### config.mk
export PLATFORM = sky130hd
export DESIGN_NAME = id_issue_stage
export DESIGN_NICKNAME = d
export VERILOG_FILES = /design/src/rtl/id_issue_stage_pkg.sv /design/src/rtl/id_issue_stage_operand_sel.sv /design/src/rtl/id_issue_stage.sv
export SDC_FILE = /design/constraint.sdc
export NUM_CORES = 1
export LEC_CHECK = 0
export ABC_AREA = 1
export BUFFER_PORTS_ARGS = -buffer_cell sky130_fd_sc_hd__buf_2
export CORE_AREA = 2 2 208 210
export DETAILED_ROUTE_END_ITERATION = 8
export DIE_AREA = 0 0 210 212
export GPL_TIMING_DRIVEN = 0
export SLEW_MARGIN = 10
export SYNTH_ARGS = -nofsm -noshare
export SYNTH_HDL_FRONTEND = slang
export SYNTH_SLANG_ARGS = --single-unit
### constraint.sdc
create_clock -name clk -period 2.1 [get_ports clk]
set_clock_uncertainty 0.15 [all_clocks]
set_input_delay 0.105 -clock clk [delete_from_list [all_inputs] [get_ports clk]]
set_output_delay 0.105 -clock clk [all_outputs]
set_load 0.05 [all_outputs]
### src/rtl/id_issue_stage_pkg.sv
// Shared constants for the decode/issue stage: default datapath widths and boolean literals.
package id_issue_stage_pkg;

    localparam int XLEN_DEF          = 32;
    localparam int RF_ADDR_WIDTH_DEF = 5;

    localparam logic TRUE  = 1'b1;
    localparam logic FALSE = 1'b0;

endpackage

### src/rtl/id_issue_stage_operand_sel.sv
// Priority forwarding mux for one source operand: x0, then youngest matching
// forwarding source, then register file.
module id_operand_sel
    import id_issue_stage_pkg::*;
#(
    parameter int XLEN          = XLEN_DEF,
    parameter int RF_ADDR_WIDTH = RF_ADDR_WIDTH_DEF,
    parameter int NUM_FW        = 2
) (
    input  logic [RF_ADDR_WIDTH-1:0]        addr,
    input  logic [XLEN-1:0]                 rf_rdata,
    input  logic [NUM_FW-1:0]               fw_valid,
    input  logic [NUM_FW-1:0]               fw_data_rdy,
    input  logic [NUM_FW*RF_ADDR_WIDTH-1:0] fw_addr,
    input  logic [NUM_FW*XLEN-1:0]          fw_data,
    output logic [XLEN-1:0]                 data,
    output logic                            not_ready
);

    logic hit;

    always_comb begin
        data      = rf_rdata;
        not_ready = FALSE;
        hit       = FALSE;
        if (addr == '0) begin
            data = '0;
        end else begin
            // Index 0 is the youngest source, so the first hit wins.
            for (int i = 0; i < NUM_FW; i++) begin
                if (!hit && fw_valid[i] &&
                    fw_addr[i*RF_ADDR_WIDTH +: RF_ADDR_WIDTH] == addr) begin
                    hit       = TRUE;
                    data      = fw_data[i*XLEN +: XLEN];
                    not_ready = ~fw_data_rdy[i];
                end
            end
        end
    end

endmodule

### src/rtl/id_issue_stage.sv
// Decode/issue stage: operand forwarding, load-use and long-latency hazard checks, ID/EX slot.
// ID_LL_SCOREBOARD_EN selects a per-register LL scoreboard; otherwise a single busy flag.
module id_issue_stage
    import id_issue_stage_pkg::*;
#(
    parameter int XLEN          = XLEN_DEF,
    parameter int RF_ADDR_WIDTH = RF_ADDR_WIDTH_DEF,
    parameter int NUM_FW        = 2,
    parameter int DEC_W         = 64,
    parameter int CNT_W         = 32
) (
    input  logic                            clk,
    input  logic                            rst_n,
    input  logic                            in_valid,
    output logic                            in_ready,
    input  logic [XLEN-1:0]                 in_pc,
    input  logic [XLEN-1:0]                 in_inst,
    input  logic [DEC_W-1:0]                in_dec,
    input  logic [RF_ADDR_WIDTH-1:0]        in_rs1_addr,
    input  logic [RF_ADDR_WIDTH-1:0]        in_rs2_addr,
    input  logic                            in_rs1_used,
    input  logic                            in_rs2_used,
    input  logic [RF_ADDR_WIDTH-1:0]        in_rd_addr,
    input  logic                            in_req_rf,
    input  logic                            in_is_ll,
    output logic [RF_ADDR_WIDTH-1:0]        rf_raddr1,
    output logic [RF_ADDR_WIDTH-1:0]        rf_raddr2,
    input  logic [XLEN-1:0]                 rf_rdata1,
    input  logic [XLEN-1:0]                 rf_rdata2,
    input  logic [NUM_FW-1:0]               fw_valid,
    input  logic [NUM_FW-1:0]               fw_data_rdy,
    input  logic [NUM_FW*RF_ADDR_WIDTH-1:0] fw_addr,
    input  logic [NUM_FW*XLEN-1:0]          fw_data,
    input  logic                            ll_wb_valid,
    input  logic [RF_ADDR_WIDTH-1:0]        ll_wb_addr,
    input  logic                            flush,
    output logic                            out_valid,
    input  logic                            out_ready,
    output logic [XLEN-1:0]                 out_pc,
    output logic [XLEN-1:0]                 out_inst,
    output logic [XLEN-1:0]                 out_rs1,
    output logic [XLEN-1:0]                 out_rs2,
    output logic [DEC_W-1:0]                out_dec,
    output logic [RF_ADDR_WIDTH-1:0]        out_rd_addr,
    output logic                            out_req_rf,
    output logic                            out_is_ll,
    output logic [CNT_W-1:0]                stall_cycles
);

    function automatic logic [CNT_W-1:0] sat_inc(input logic [CNT_W-1:0] v);
        return (&v) ? v : v + 1'b1;
    endfunction

    logic [XLEN-1:0] rs1_data, rs2_data;
    logic            rs1_nrdy, rs2_nrdy;
    logic            load_use, ll_hazard, hazard, transfer, issue_ll;

    assign rf_raddr1 = in_rs1_addr;
    assign rf_raddr2 = in_rs2_addr;

    id_operand_sel #(.XLEN(XLEN), .RF_ADDR_WIDTH(RF_ADDR_WIDTH), .NUM_FW(NUM_FW)) u_sel_rs1 (
        .addr(in_rs1_addr), .rf_rdata(rf_rdata1), .fw_valid(fw_valid), .fw_data_rdy(fw_data_rdy),
        .fw_addr(fw_addr), .fw_data(fw_data), .data(rs1_data), .not_ready(rs1_nrdy)
    );

    id_operand_sel #(.XLEN(XLEN), .RF_ADDR_WIDTH(RF_ADDR_WIDTH), .NUM_FW(NUM_FW)) u_sel_rs2 (
        .addr(in_rs2_addr), .rf_rdata(rf_rdata2), .fw_valid(fw_valid), .fw_data_rdy(fw_data_rdy),
        .fw_addr(fw_addr), .fw_data(fw_data), .data(rs2_data), .not_ready(rs2_nrdy)
    );

    assign load_use = (in_rs1_used & rs1_nrdy) | (in_rs2_used & rs2_nrdy);
    assign issue_ll = out_valid & out_ready & out_is_ll & out_req_rf &
                      (out_rd_addr != '0) & ~flush;

`ifdef ID_LL_SCOREBOARD_EN
    localparam int NREG = 1 << RF_ADDR_WIDTH;

    logic [NREG-1:0] pending;
    logic            dep1, dep2;

    // An LL op still sitting in the slot is not yet in the scoreboard, so match it directly.
    assign dep1 = in_rs1_used & (in_rs1_addr != '0) &
                  (pending[in_rs1_addr] | (out_valid & out_is_ll & (out_rd_addr == in_rs1_addr)));
    assign dep2 = in_rs2_used & (in_rs2_addr != '0) &
                  (pending[in_rs2_addr] | (out_valid & out_is_ll & (out_rd_addr == in_rs2_addr)));
    assign ll_hazard = dep1 | dep2;

    always_ff @(posedge clk or negedge rst_n) begin
        if (!rst_n) begin
            pending <= '0;
        end else begin
            for (int r = 1; r < NREG; r++) begin
                if (issue_ll && out_rd_addr == RF_ADDR_WIDTH'(r))
                    pending[r] <= 1'b1;
                else if (ll_wb_valid && ll_wb_addr == RF_ADDR_WIDTH'(r))
                    pending[r] <= 1'b0;
            end
        end
    end
`else
    logic busy;
    logic ll_wb_addr_unused;

    assign ll_wb_addr_unused = ^ll_wb_addr;
    assign ll_hazard = busy | (out_valid & out_is_ll);

    always_ff @(posedge clk or negedge rst_n) begin
        if (!rst_n)
            busy <= 1'b0;
        else if (issue_ll)
            busy <= 1'b1;
        else if (ll_wb_valid)
            busy <= 1'b0;
    end
`endif

    assign hazard   = load_use | ll_hazard;
    assign in_ready = ~flush & ~hazard & (~out_valid | out_ready);
    assign transfer = in_valid & in_ready;

    always_ff @(posedge clk or negedge rst_n) begin
        if (!rst_n)
            stall_cycles <= '0;
        else if (in_valid && !in_ready && !flush)
            stall_cycles <= sat_inc(stall_cycles);
    end

    // ID/EX slot boundary
    always_ff @(posedge clk or negedge rst_n) begin
        if (!rst_n) begin
            out_valid   <= 1'b0;
            out_pc      <= '0;
            out_inst    <= '0;
            out_rs1     <= '0;
            out_rs2     <= '0;
            out_dec     <= '0;
            out_rd_addr <= '0;
            out_req_rf  <= 1'b0;
            out_is_ll   <= 1'b0;
        end else if (flush) begin
            out_valid <= 1'b0;
        end else if (transfer) begin
            out_valid   <= 1'b1;
            out_pc      <= in_pc;
            out_inst    <= in_inst;
            out_rs1     <= rs1_data;
            out_rs2     <= rs2_data;
            out_dec     <= in_dec;
            out_rd_addr <= in_rd_addr;
            out_req_rf  <= in_req_rf;
            out_is_ll   <= in_is_ll;
        end else if (out_ready) begin
            out_valid <= 1'b0;
        end
    end

endmodule
# == Yosys cells after proc, flatten, opt, wreduce, memory -nomap -nowiden ==
# Cells that the tools add are included.
# totals
n_memories,0
mem_bits_ro,0
output_inout_bits,243
reg_bits,233
latchBits,0
ram_bits,0
input_bits,300
elab_cells,78
# classes
n_bitwise,21
n_div,0
muxes,21
n_eq_ne,4
add_sub_neg,1
shifts,0
reduce_logical,20
n_mul,0
magnitude_cmp,0
# ops
op,count
32-bit two-way mux,6
32-bit by 1-bit adder with 32-bit output (second input constant),1
32-bit AND reduction,1
5-bit == test,4
1-bit two-way mux,15
1-bit AND,11
5-bit logical NOT,2
1-bit logical AND,8
1-bit NOT,6
5-bit nonzero test,1
1-bit logical NOT,4
1-bit OR,4
2-bit AND reduction,2
3-bit nonzero test,1
2-bit nonzero test,1

# == Depth between registers and ports, before layout ==
# Gate-level depths: netlist (run 1).
# logic_depth
ltp_word,19
ltp_mapped,17
depth_no_buf,14

# == Cells and area by module ==
# From an unflattened synthesis (run 1), not the netlist that was laid out.
# hier_totals
hier_cells,1800
hier_area_um2,12657.1
# by_module_without_submodules
module,seq_area_each_um2,instances,area_each_um2,cells_each
id_issue_stage,5830.6,1,10117.2,1246
id_operand_sel,0.0,2,1270.0,277

# == Worst setup path after synthesis (run 1) ==
# Ideal clock, no wire load.
# synth_path
path_type,register to register
start,register stall_cycles[0]
end,register stall_cycles[26]
t_arrival_ns,2.140
path_buffers,0
path_stages_with_launch,12
period_less_slack_ns,2.356
setup_time_ns,0.066
slack_ns,-0.256
t_required_ns,1.884
cell_sequence,dfrtp_1 > ha_1 > nand3_1 > nor2_1 > inv_1 > nor2_1 > nand3_1 > nand4_1 > nor2_1 > nand3_1 > nand2_1 > nand2_1
# synth_via
elab_chain_cells,3
elab_cells_between_ends,4
classes_between,1 x add/sub; 1 x bitwise; 2 x reduce/logical
# synth_rtl
item,line,text
start: declaration,id_issue_stage.sv:47,output logic [CNT_W-1:0] stall_cycles
start signal: assignment,id_issue_stage.sv:125,stall_cycles <= sat_inc(stall_cycles);
"parallel branches: the longest is 3 deep, another holds 32-bit by 1-bit adder with 32-bit output",n/a,
# Parallel ways; which one is timed is not known.
# A chain may end at the register's enable or synchronous reset.

# == Final worst setup path (run 1) ==
# layout_path
start,register out_is_ll
end,output port in_ready
# layout_via
elab_chain_cells,6
# layout_rtl
item,line,text
start: declaration,id_issue_stage.sv:46,"output logic out_is_ll,"
start signal: assignment,id_issue_stage.sv:151,out_is_ll <= in_is_ll;
1-bit AND,id_issue_stage.sv:105,assign ll_hazard = busy | (out_valid & out_is_ll);
1-bit OR,id_issue_stage.sv:105,
1-bit OR,id_issue_stage.sv:117,assign hazard = load_use | ll_hazard;
1-bit NOT,id_issue_stage.sv:118,assign in_ready = ~flush & ~hazard & (~out_valid | out_ready);
1-bit AND (2 in series),id_issue_stage.sv:118,
end: declaration,id_issue_stage.sv:15,"output logic in_ready,"
# No other way between the ends.

==> results of run 1 <==
[metal layers]
layer,track usage (%),part of all wire (%),vias up
met5,0,0,-
met4,13.67,5.9,0
met3,5.052,7.3,147
met2,40.91,49,628
met1,25.21,38,6525
li1,-,-,6696
[cells in the mapped netlist, drive strengths merged]
library cell,count,area (um^2)
a2111o,1,11.26
o21a,1,7.510
ha,1,12.51
nand3,34,185.2
inv,58,217.7
nand4,43,269.0
xor2,11,96.34
buf,53,365.4
xnor2,7,61.31
dfrtp,233,5831
a31oi,24,150.1
o211ai,1,7.510
clkbuf,43,161.4
nor2,60,242.7
nor3,25,125.1
nand2,841,3159
a21oi,33,165.2
and3,2,12.51
nor3b,1,7.510
o21ai,101,505.5
[worst max-delay path, delay by kind of cell, from the launching register on]
| kind | cells | cell delay, ns |
|---|---|---|
| buffers and inverters | 3 | 0.33 |
| DFF | 1 | 0.44 |
| and+or+nand+nor | 3 | 0.41 |
[final cells by class]
class | count | area share [%]
sequential | 233 | 30.37
clock buffer | 39 | 4.555
antenna | 4 | 0.05206
multi-input combinational | 1186 | 26.74
tap | 546 | 3.553
inverter | 58 | 1.145
buffer | 95 | 2.967
timing repair buffer | 825 | 29.23
clock inverter | 17 | 1.386
[timing repair]
action | in CTS | in global routing
endpoints found under the hold margin | 438 | 0
hold buffers | 273 | 0
setup endpoints to repair | 232 | 78
resized for setup | 34 | 38
pin swaps | 6 | 5
buffers inserted | 9 | 4
[state kept, by name (all words and copies together) (netlist names)]
| signal | cells |
|---|---|
| out_rs1 | 32 |
| out_valid | 1 |
| busy | 1 |
| out_inst | 32 |
| out_rd_addr | 5 |
| stall_cycles | 32 |
| out_pc | 32 |
| out_req_rf | 1 |
| out_is_ll | 1 |
| out_rs2 | 32 |
| out_dec | 64 |
[power by group]
part / internal (mW) / leakage, nW / switching [mW] / total, mW
logic: 1.88 / 6.92 / 5.29 / 7.17
clock network: 3.69 / 0.551 / 2.16 / 5.85
registers: 5.41 / 2.93 / 0.571 / 5.98
[metrics by stage]
step	total power, mW	hold slack (ns)	utilization [%]	cell area, um^2	setup WS (ns)
3_5_place_dp	12.60	-0.1488	35.39	15040	-1.091
4_1_cts	19.04	0.08900	44.91	19090	0.002938
6_report	19.00	0.1220	45.24	19230	0.09286
3_3_place_gp	12.52	0.1451	35.24	14980	-4.000
2_1_floorplan	10.48	-0.3406	-	11610	0.006733
5_1_grt	19.83	0.1189	45.23	19220	-0.02030
[how the worst max path moves through the flow]
stage               startpoint               end
4_1_cts        stall_cycles[0]  stall_cycles[30]
5_1_grt         in_rs1_addr[2]       out_rs1[15]
2_1_floorplan  stall_cycles[0]  stall_cycles[20]
3_3_place_gp             rst_n         out_valid
3_5_place_dp    in_rs2_addr[4]       out_rs2[31]
6_report             out_is_ll          in_ready
[cells by family after synthesis]
| group | count (synthesis) |
|---|---|
| fa+ha+maj | 1 |
| flops | 233 |
| compound gates | 161 |
| buf+inv | 154 |
| simple gates | 1006 |
| xor+xnor | 18 |
==> flow_metrics.env, run 1 <==
export IMPL_synth_compound_area_share_pct=7.306
export IMPL_grt_pass1_vias=14580
export IMPL_drv_slew=0
export IMPL_core_area_mm2=0.04251
export IMPL_path_cells="nand2_2 -> and3_4 -> nand3_4 -> buf_6 -> inv_4 -> buf_12"
export IMPL_finalHoldViolations=0
export IMPL_max_freq_ghz=0.4982
export IMPL_clock_latency_ns=0.56
export IMPL_synth_warnings=0
export IMPL_remaining_drc_errors=0
export IMPL_h_tree_depth=1
export IMPL_cts_clk_slew_worst_paths_ns=0.06
export IMPL_synth_seq_cells=233
export IMPL_viasPerCell=4.661
export IMPL_syn_nets=1874
export IMPL_hold_start="in_inst[20]"
export IMPL_synthSimpleGateAreaFrac_pct=34.51
export IMPL_r2r_end="stall_cycles[30]"
export IMPL_detail_route_antenna_nets=0
export IMPL_via_count=14000
export IMPL_dieHeight_um=212
export IMPL_grt_overflow=0
export IMPL_die_x_um=210
export IMPL_critical_path_peak_fanout=2
export IMPL_final_common_cell="nand2_1"
export IMPL_slowest_stage="dfrtp_2"
export IMPL_status="finished, final reports clean"
export IMPL_max_stage_delay_ns=0.44
export IMPL_grt_max_degree=108
export IMPL_fillers=4130
export IMPL_irDropWorstVdd_v=0.0005827
export IMPL_grt_setup_unrepaired="true"
export IMPL_clockRootBuffer="clkbuf_16"
export IMPL_multi_input_area_mm2=0.005141
export IMPL_io_pins=543
export IMPL_numPortBuffers=537
export IMPL_finalNetCount=2730
export IMPL_grt_pass1_wl_um=79780
export IMPL_tns_ns=0
export IMPL_cts_sinks=233
export IMPL_min_to="out_inst[20]"
export IMPL_place_hpwl_um=38890
export IMPL_antenna_found_initial=4
export IMPL_synth_top_family_by_area="simple AND/OR/NAND/NOR gates"
export IMPL_drv_cap=0
export IMPL_syn_inst=1573
export IMPL_worst_pin_slew_ns=0.6031
export IMPL_layout_drive_gt1_share_pct=29.47
export IMPL_reg2reg_from="stall_cycles[0]"
export IMPL_layout_common_cells="nand2_1, buf_2, dlygate4sd3_1, dfrtp_1, o21ai_0"
export IMPL_synth_mux_area_fraction_pct=0
export IMPL_avgSynthCellArea_um2=7.370
export IMPL_synth_distinct_cells=28
export IMPL_period_minus_slack_ns=2.007
export IMPL_drt_wl_total_um=52890
export IMPL_routedWlPerCell_um=17.61
export IMPL_seq_area_frac_synth_pct=50.29
export IMPL_end_kind="primary output"
export IMPL_clockBufferDepth=3
export IMPL_drt_iter0_markers=822
export IMPL_numCtsBuffers=30
export IMPL_syn_area_mm2=0.01159
export IMPL_fin_cells=3003
export IMPL_drtPass1Iterations=5
export IMPL_routabilityCongestion=0.9472
export IMPL_die_area_mm2=0.04452
export IMPL_areaGrowthSynthToFinish_pct=65.85
export IMPL_initial_core_util_pct=27.28
export IMPL_reg2regPathDepth=10
export IMPL_hold_depth=4
export IMPL_row_count=76
export IMPL_crit_required_ns=1.85
export IMPL_slew_headroom_pct=59.79
export IMPL_leakagePower_nw=10.39
export IMPL_synth_xor_area_share_pct=1.360
export IMPL_setup_viol=0
export IMPL_seq_area_mm2=0.005841
export IMPL_r2r_setup_slack_ns=0.12
export IMPL_cts_tree="built"
export IMPL_start_kind="flip-flop"
export IMPL_dp_cells=2658
export IMPL_fin_crit_sh_pct=95.58
export IMPL_crit_type="reg -> out"
export IMPL_yosys_area_share_adder_pct=0.1079
export IMPL_hold_class="in -> reg"
export IMPL_power_density_mw_per_mm2=988.1
export IMPL_grt_util_all_layers_pct=22.99
export IMPL_arrival_ns=1.75
No activity file was read; power rests on OpenSTA's default activity.
==> inputs of run 2 (changes only) <==
Settings changed: BUFFER_PORTS_ARGS -buffer_cell sky130_fd_sc_hd__buf_2 to not set, CORE_AREA 2 2 208 210 to 2 2 209 211, DIE_AREA 0 0 210 212 to 0 0 211 213, DONT_BUFFER_PORTS set to 1.
==> run 2 against run 1 <==
- worst hold slack got worse by 1.0 ns
- register-to-register slack got worse by 0.18 ns
- sequential power increased by 60%
- clock-buffer cell count decreased by 4
- worst setup slack got worse by 0.15 ns
- global-route usage decreased by 2.0 points
- critical endpoint is now stall_cycles[30]
- largest cell class is now sequential cells
- routed wire length decreased by 4.7%
- the run now ends with hold timing, setup timing left
- combinational power decreased by 66%
- clock power decreased by 11%
- fmax decreased by 6.9%
- total power decreased by 9.5%
- via count decreased by 12%
==> flow_metrics.env, run 2 (synthesized netlist as in run 1, its figures left out) <==
export IMPL_largest_reg_flops=64
export IMPL_power_density_mw_per_mm2=1029
export IMPL_slowest_stage="dfrtp_4"
export IMPL_place_hpwl_um=36060
export IMPL_io_pins=543
export IMPL_slew_headroom_pct=43.76
export IMPL_routabilityCongestion=0.9736
export IMPL_crit_buf_inv=1
export IMPL_max_freq_ghz=0.4639
export IMPL_die_x_um=211
export IMPL_leakagePower_nw=8.155
export IMPL_grt_util_all_layers_pct=21.02
export IMPL_grt_setup_unrepaired="true"
export IMPL_critical_path_peak_fanout=4
export IMPL_numPortBuffers=0
export IMPL_holdWs_ns=-0.9093
export IMPL_hold_class="in -> async"
export IMPL_clockBufferDepth=3
export IMPL_antenna_found_initial=7
export IMPL_clock_latency_ns=0.56
export IMPL_postLayoutCellArea_mm2=0.01672
export IMPL_path_cells="ha_4 -> nand3_4 -> nor2_4 -> inv_2 -> nor2_4 -> nand4_1 -> nor2_2 -> nand3_1 -> nand2_1 -> nand2_1"
export IMPL_start_kind="flip-flop"
export IMPL_finalHoldViolations=233
export IMPL_drv_slew=0
export IMPL_dieHeight_um=213
export IMPL_numCtsBuffers=27
export IMPL_hold_buffers=268
export IMPL_status="complete, but fails checks"
export IMPL_detail_route_antenna_nets=0
export IMPL_layout_common_cells="nand2_1, dlygate4sd3_1, dfrtp_1, o21ai_0, nor2_1"
export IMPL_crit_family="simple AND/OR/NAND/NOR gates"
export IMPL_core_area_mm2=0.04270
export IMPL_arrival_ns=2.45
export IMPL_dp_slack_ns=-1.148
export IMPL_clockRootBuffer="clkbuf_16"
export IMPL_setup_viol=129
export IMPL_cts_sinks=233
export IMPL_row_count=76
export IMPL_end_kind="flip-flop"
export IMPL_violations="hold timing, setup timing"
export IMPL_grt_pass1_vias=12610
export IMPL_layout_drive_gt1_share_pct=11.42
export IMPL_cts_tree="built"
export IMPL_via_count=12340
export IMPL_grt_overflow=0
export IMPL_worst_pin_slew_ns=0.8405
export IMPL_remaining_drc_errors=0
export IMPL_irDropWorstVdd_v=0.0008099
export IMPL_max_stage_delay_ns=0.57
export IMPL_fin_ws_ns=-0.05574
export IMPL_crit_required_ns=2.40
export IMPL_grt_pass1_wl_um=72550
export IMPL_initial_core_util_pct=27.15
export IMPL_total_power_mw=17.20
export IMPL_finalNetCount=2189
export IMPL_crit_type="reg -> reg"
export IMPL_h_tree_depth=1
export IMPL_fin_cells=2461
export IMPL_die_area_mm2=0.04494
export IMPL_period_minus_slack_ns=2.156
export IMPL_routedWlPerCell_um=20.48
export IMPL_placed_cell_area_mm2=0.01229
export IMPL_grt_max_degree=234
export IMPL_drt_iter0_markers=1134
export IMPL_fin_util_pct=39.15
export IMPL_viasPerCell=5.016
export IMPL_cts_clk_slew_worst_paths_ns=0.06
export IMPL_areaGrowthSynthToFinish_pct=44.18
export IMPL_drv_cap=0
export IMPL_tns_ns=-2.013
export IMPL_fin_crit_sh_pct=102.7
export IMPL_largest_register="out_dec"
export IMPL_dp_cells=2119
export IMPL_drt_wl_total_um=50400
export IMPL_final_common_cell="nand2_1"
export IMPL_drtPass1Iterations=6
## run 2: cell count changes in the layout (fill, tap and decap cells not counted), sizes merged
| cell | delta |
|---|---|
| buf | -537 |
| inv | -1 |
| diode | +2 |
| clkbuf | -1 |
| bufinv | -1 |
| dlygate4sd3 | -4 |
## run 2: worst paths after layout
kind | start | to | depth (start not counted) | slack [ns]
setup / recovery | stall_cycles[1] | stall_cycles[30] | 10 | -0.06
min in group clk | in_rs2_addr[4] | out_rs2[24] | 7 | 0.05
hold / removal | rst_n | out_dec[22] | 0 | -0.91
max in group asynchronous | rst_n | out_rs2[9] | 0 | 2.34
setup reg to reg | stall_cycles[1] | stall_cycles[30] | 10 | -0.06
hold reg to reg | busy | busy | 2 | 0.40
## run 2: what timing repair did
item	4_1_cts	5_1_grt
gates resized for setup	121	75
setup endpoints to repair	233	232
cloned	0	3
pin swaps	9	14
buffers inserted	8	7
hold endpoints to repair	456	233
## run 2: per-layer routing
metal / global-route usage [%] / wire length, um / vias to the layer above
li1: - / - / 5628
met1: 21.88 / 17950 / 5860
met2: 37.85 / 25080 / 707
met3: 5.530 / 4498 / 147
met4: 12.87 / 2869 / 2
met5: 0 / 7 / -
## run 2: final cells by class
cell class                 count  area, um^2
antenna                        6       15.01
buffer                        96       794.5
clock buffer                  35       755.7
clock inverter                15       225.2
fill                        4183       25980
inverter                      58       230.2
multi-input combinational   1186        5233
sequential                   233        5911
tap                          546       683.2
timing repair buffer         286        2869
## run 2: report_power, final
part	switching [mW]	internal, mW
combinational	1.30	1.11
clock	2.03	3.17
sequential	4.23	5.36
==> inputs of run 3 (changes only) <==
Settings changed: CORE_AREA 2 2 209 211 to 2 2 212 214, DIE_AREA 0 0 211 213 to 0 0 214 216, PLACE_DENSITY set to 0.4, SYNTH_HIERARCHICAL set to 1.
Clock period 2.1 ns to 2.6 ns, I/O delays scaled along.
==> run 3 against run 2 <==
- the flow finishes with violations (hold timing)
- core utilization fell by 0.079 points
- combinational power fell by 14%
- cell count rose by 11%
- sequential share of layout area fell by 1.3 points
- total power fell by 18%
- synthesized area rose by 9.2%
- flip-flop and latch count did not move
- via count rose by 8.1%
- fmax fell by 14%
- critical path depth fell by 3
- largest power group unchanged
==> flow_metrics.env, run 3 <==
export IMPL_critical_path_peak_fanout=11
export IMPL_routedWlPerCell_um=20.38
export IMPL_initial_core_util_pct=28.87
export IMPL_die_x_um=214
export IMPL_numPortBuffers=0
export IMPL_layout_common_cells="nand2_1, nand3_1, dlygate4sd3_1, dfrtp_1, nor2_1"
export IMPL_syn_nets=2101
export IMPL_synth_distinct_cells=27
export IMPL_grt_util_all_layers_pct=23.35
export IMPL_fin_crit_sh_pct=95.89
export IMPL_drv_slew=0
export IMPL_drtPass1Iterations=5
export IMPL_period_minus_slack_ns=2.493
export IMPL_grt_pass1_wl_um=84020
export IMPL_place_hpwl_um=41650
export IMPL_drt_wl_total_um=55480
export IMPL_grt_overflow=0
export IMPL_drt_iter0_markers=833
export IMPL_end_kind="flip-flop"
export IMPL_holdWs_ns=-0.8939
export IMPL_synth_commonest_cells="nand2_1, nand3_1, dfrtp_1"
export IMPL_violations="hold timing"
export IMPL_grt_pass1_vias=13650
export IMPL_synth_most_common_cell="nand2_1"
export IMPL_irDropWorstVdd_v=0.0005640
export IMPL_slew_headroom_pct=21.59
export IMPL_start_kind="flip-flop"
export IMPL_io_pins=543
export IMPL_clockBufferDepth=3
export IMPL_areaGrowthSynthToFinish_pct=35.32
export IMPL_die_area_mm2=0.04622
export IMPL_numCtsBuffers=30
export IMPL_clockRootBuffer="clkbuf_16"
export IMPL_drv_cap=0
export IMPL_grtUsageMet1_pct=26.99
export IMPL_syn_inst=1800
export IMPL_power_density_mw_per_mm2=822.8
export IMPL_cts_setup_buffers=0
export IMPL_busiest_layer="met2"
export IMPL_final_common_cell="nand2_1"
export IMPL_max_freq_ghz=0.4011
export IMPL_yosys_area_top_type="dfrtp_1"
export IMPL_crit_required_ns=2.95
export IMPL_crit_type="reg -> reg"
export IMPL_grt_max_degree=234
export IMPL_core_area_mm2=0.04384
export IMPL_row_count=77
export IMPL_finalNetCount=2408
export IMPL_routabilityCongestion=0.8899
export IMPL_viasPerCell=4.900
export IMPL_clock_latency_ns=0.59
export IMPL_largest_reg_flops=64
export IMPL_setup_viol=0
export IMPL_fin_ws_ns=0.1069
export IMPL_yosysTopAreaCellShare_pct=46.07
export IMPL_grt_util_met3_pct=7.512
export IMPL_cts_sinks=233
export IMPL_layout_drive_gt1_share_pct=7.953
export IMPL_reg2regPathDepth=7
export IMPL_seq_area_frac_synth_pct=46.07
export IMPL_synth_edf_count=0
export IMPL_via_count=13340
export IMPL_status="complete, but fails checks"
export IMPL_synth_warnings=6
export IMPL_async_flop_share_pct=100.0
export IMPL_leakagePower_nw=8.538
export IMPL_antenna_found_initial=7
export IMPL_arrival_ns=2.85
export IMPL_synth_seq_cells=233
export IMPL_hold_buffers=275
export IMPL_cts_tree="built"
export IMPL_dieHeight_um=216
export IMPL_finalHoldViolations=233
export IMPL_avgSynthCellArea_um2=7.032
export IMPL_remaining_drc_errors=0
export IMPL_total_power_mw=14.09
export IMPL_met2_usage_pct=40.31
export IMPL_syn_area_mm2=0.01266
export IMPL_hold_class="in -> async"
export IMPL_largest_register="out_dec"
export IMPL_worst_pin_slew_ns=1.176
export IMPL_synth_main_ff_cell="dfrtp_1"
export IMPL_detail_route_antenna_nets=0
export IMPL_dp_slack_ns=-1.199
export IMPL_h_tree_depth=1
export IMPL_grt_setup_unrepaired="false"
export IMPL_cts_clk_slew_worst_paths_ns=0.06
export IMPL_ys_top_cells_by_area="dfrtp_1, nand2_1, nand3_1"
==> run 3: cell count changes in the layout (fill, tap and decap cells not counted), moves of 14 or more <==
cell / before / now
nand3_1: 26 / 284
o21ai_0: 97 / 6
buf_2: 5 / 63
a21oi_1: 33 / 65
dfrtp_1: 201 / 231
nor2_1: 48 / 73
a31oi_1: 24 / 0
nand4_1: 43 / 64
nor3_1: 21 / 1
buf_6: 24 / 6
dfrtp_4: 16 / 0
buf_4: 31 / 16
clkbuf_1: 30 / 44
dfrtp_2: 16 / 2
==> run 3: cells by family after synthesis <==
kind of cell,share of synthesized area [%]
and+or+nand+nor,42.66
DFF,46.07
buffers and inverters,7.187
AOI/OAI and AO/OA,3.094
xor gates and xnor gates,0.8996
adders and majority gates,0.09884
==> run 3: layer usage <==
metal	part of all wire (%)	vias to the layer above
met4	3.4	4
met3	8.5	107
met1	39	6324
li1	-	6395
met2	49	509
met5	0.043	-
==> run 3: path summary, 6_finish.rpt <==
| path | startpoint | endpoint | slack [ns] |
|---|---|---|---|
| max | out_valid | out_rs2[6] | 0.11 |
| min | rst_n | stall_cycles[0] | -0.89 |
| max reg2reg | out_valid | out_rs2[6] | 0.11 |
| min reg2reg | stall_cycles[1] | stall_cycles[1] | 0.57 |
| max in group asynchronous | rst_n | out_rs2[28] | 2.24 |
| min in group clk | fw_valid[1] | out_rs1[31] | 0.06 |
==> run 3: area by class of cell <==
class | count | area (um^2)
diodes | 5 | 12.51
plain buffers | 131 | 693.2
clock buffers | 44 | 863.3
clock inverters | 6 | 63.81
fillers | 4619 | 26710
inverters | 63 | 236.5
multi-input cells | 1373 | 5932
flip-flops and latches | 233 | 5833
well taps | 592 | 740.7
repair buffers | 275 | 2753
==> run 3: what timing repair did <==
item / 4_1_cts / 5_1_grt
gates resized for setup: 13 / 15
endpoints found under the setup margin: 200 / 175
endpoints found under the hold margin: 435 / 233
==> run 3: power by group <==
group	total (mW)	switching [mW]	internal [mW]
Sequential	8.05	3.69	4.36
Clock	3.97	1.69	2.28
Combinational	2.07	1.20	0.874
==> run 3: stage by stage <==
| step | utilization, % | cells | hold slack, ns | TNS, ns | instance area (um^2) |
|---|---|---|---|---|---|
| 5_1_grt | 39.06 | 2720 | -0.9281 | 0 | 17120 |
| 4_1_cts | 39.01 | 2717 | -0.9439 | 0 | 17100 |
| 3_5_place_dp | 30.56 | 2392 | -0.3090 | -185.52 | 13400 |
| 2_1_floorplan | - | 1800 | -0.3156 | 0 | 12660 |
| 3_3_place_gp | 30.56 | 2392 | -0.3105 | -184.03 | 13400 |
| 6_report | 39.07 | 2722 | -0.8939 | 0 | 17130 |
==> run 3: worst max-delay path, stage by stage (launching register included) <==
cell and delay, ns:
dfrtp_1 0.58, nand2_1 0.19, nand3_1 0.15, nor2_4 0.27, buf_2 0.45, buf_2 0.33
nand3_1 0.13, nand2_1 0.12
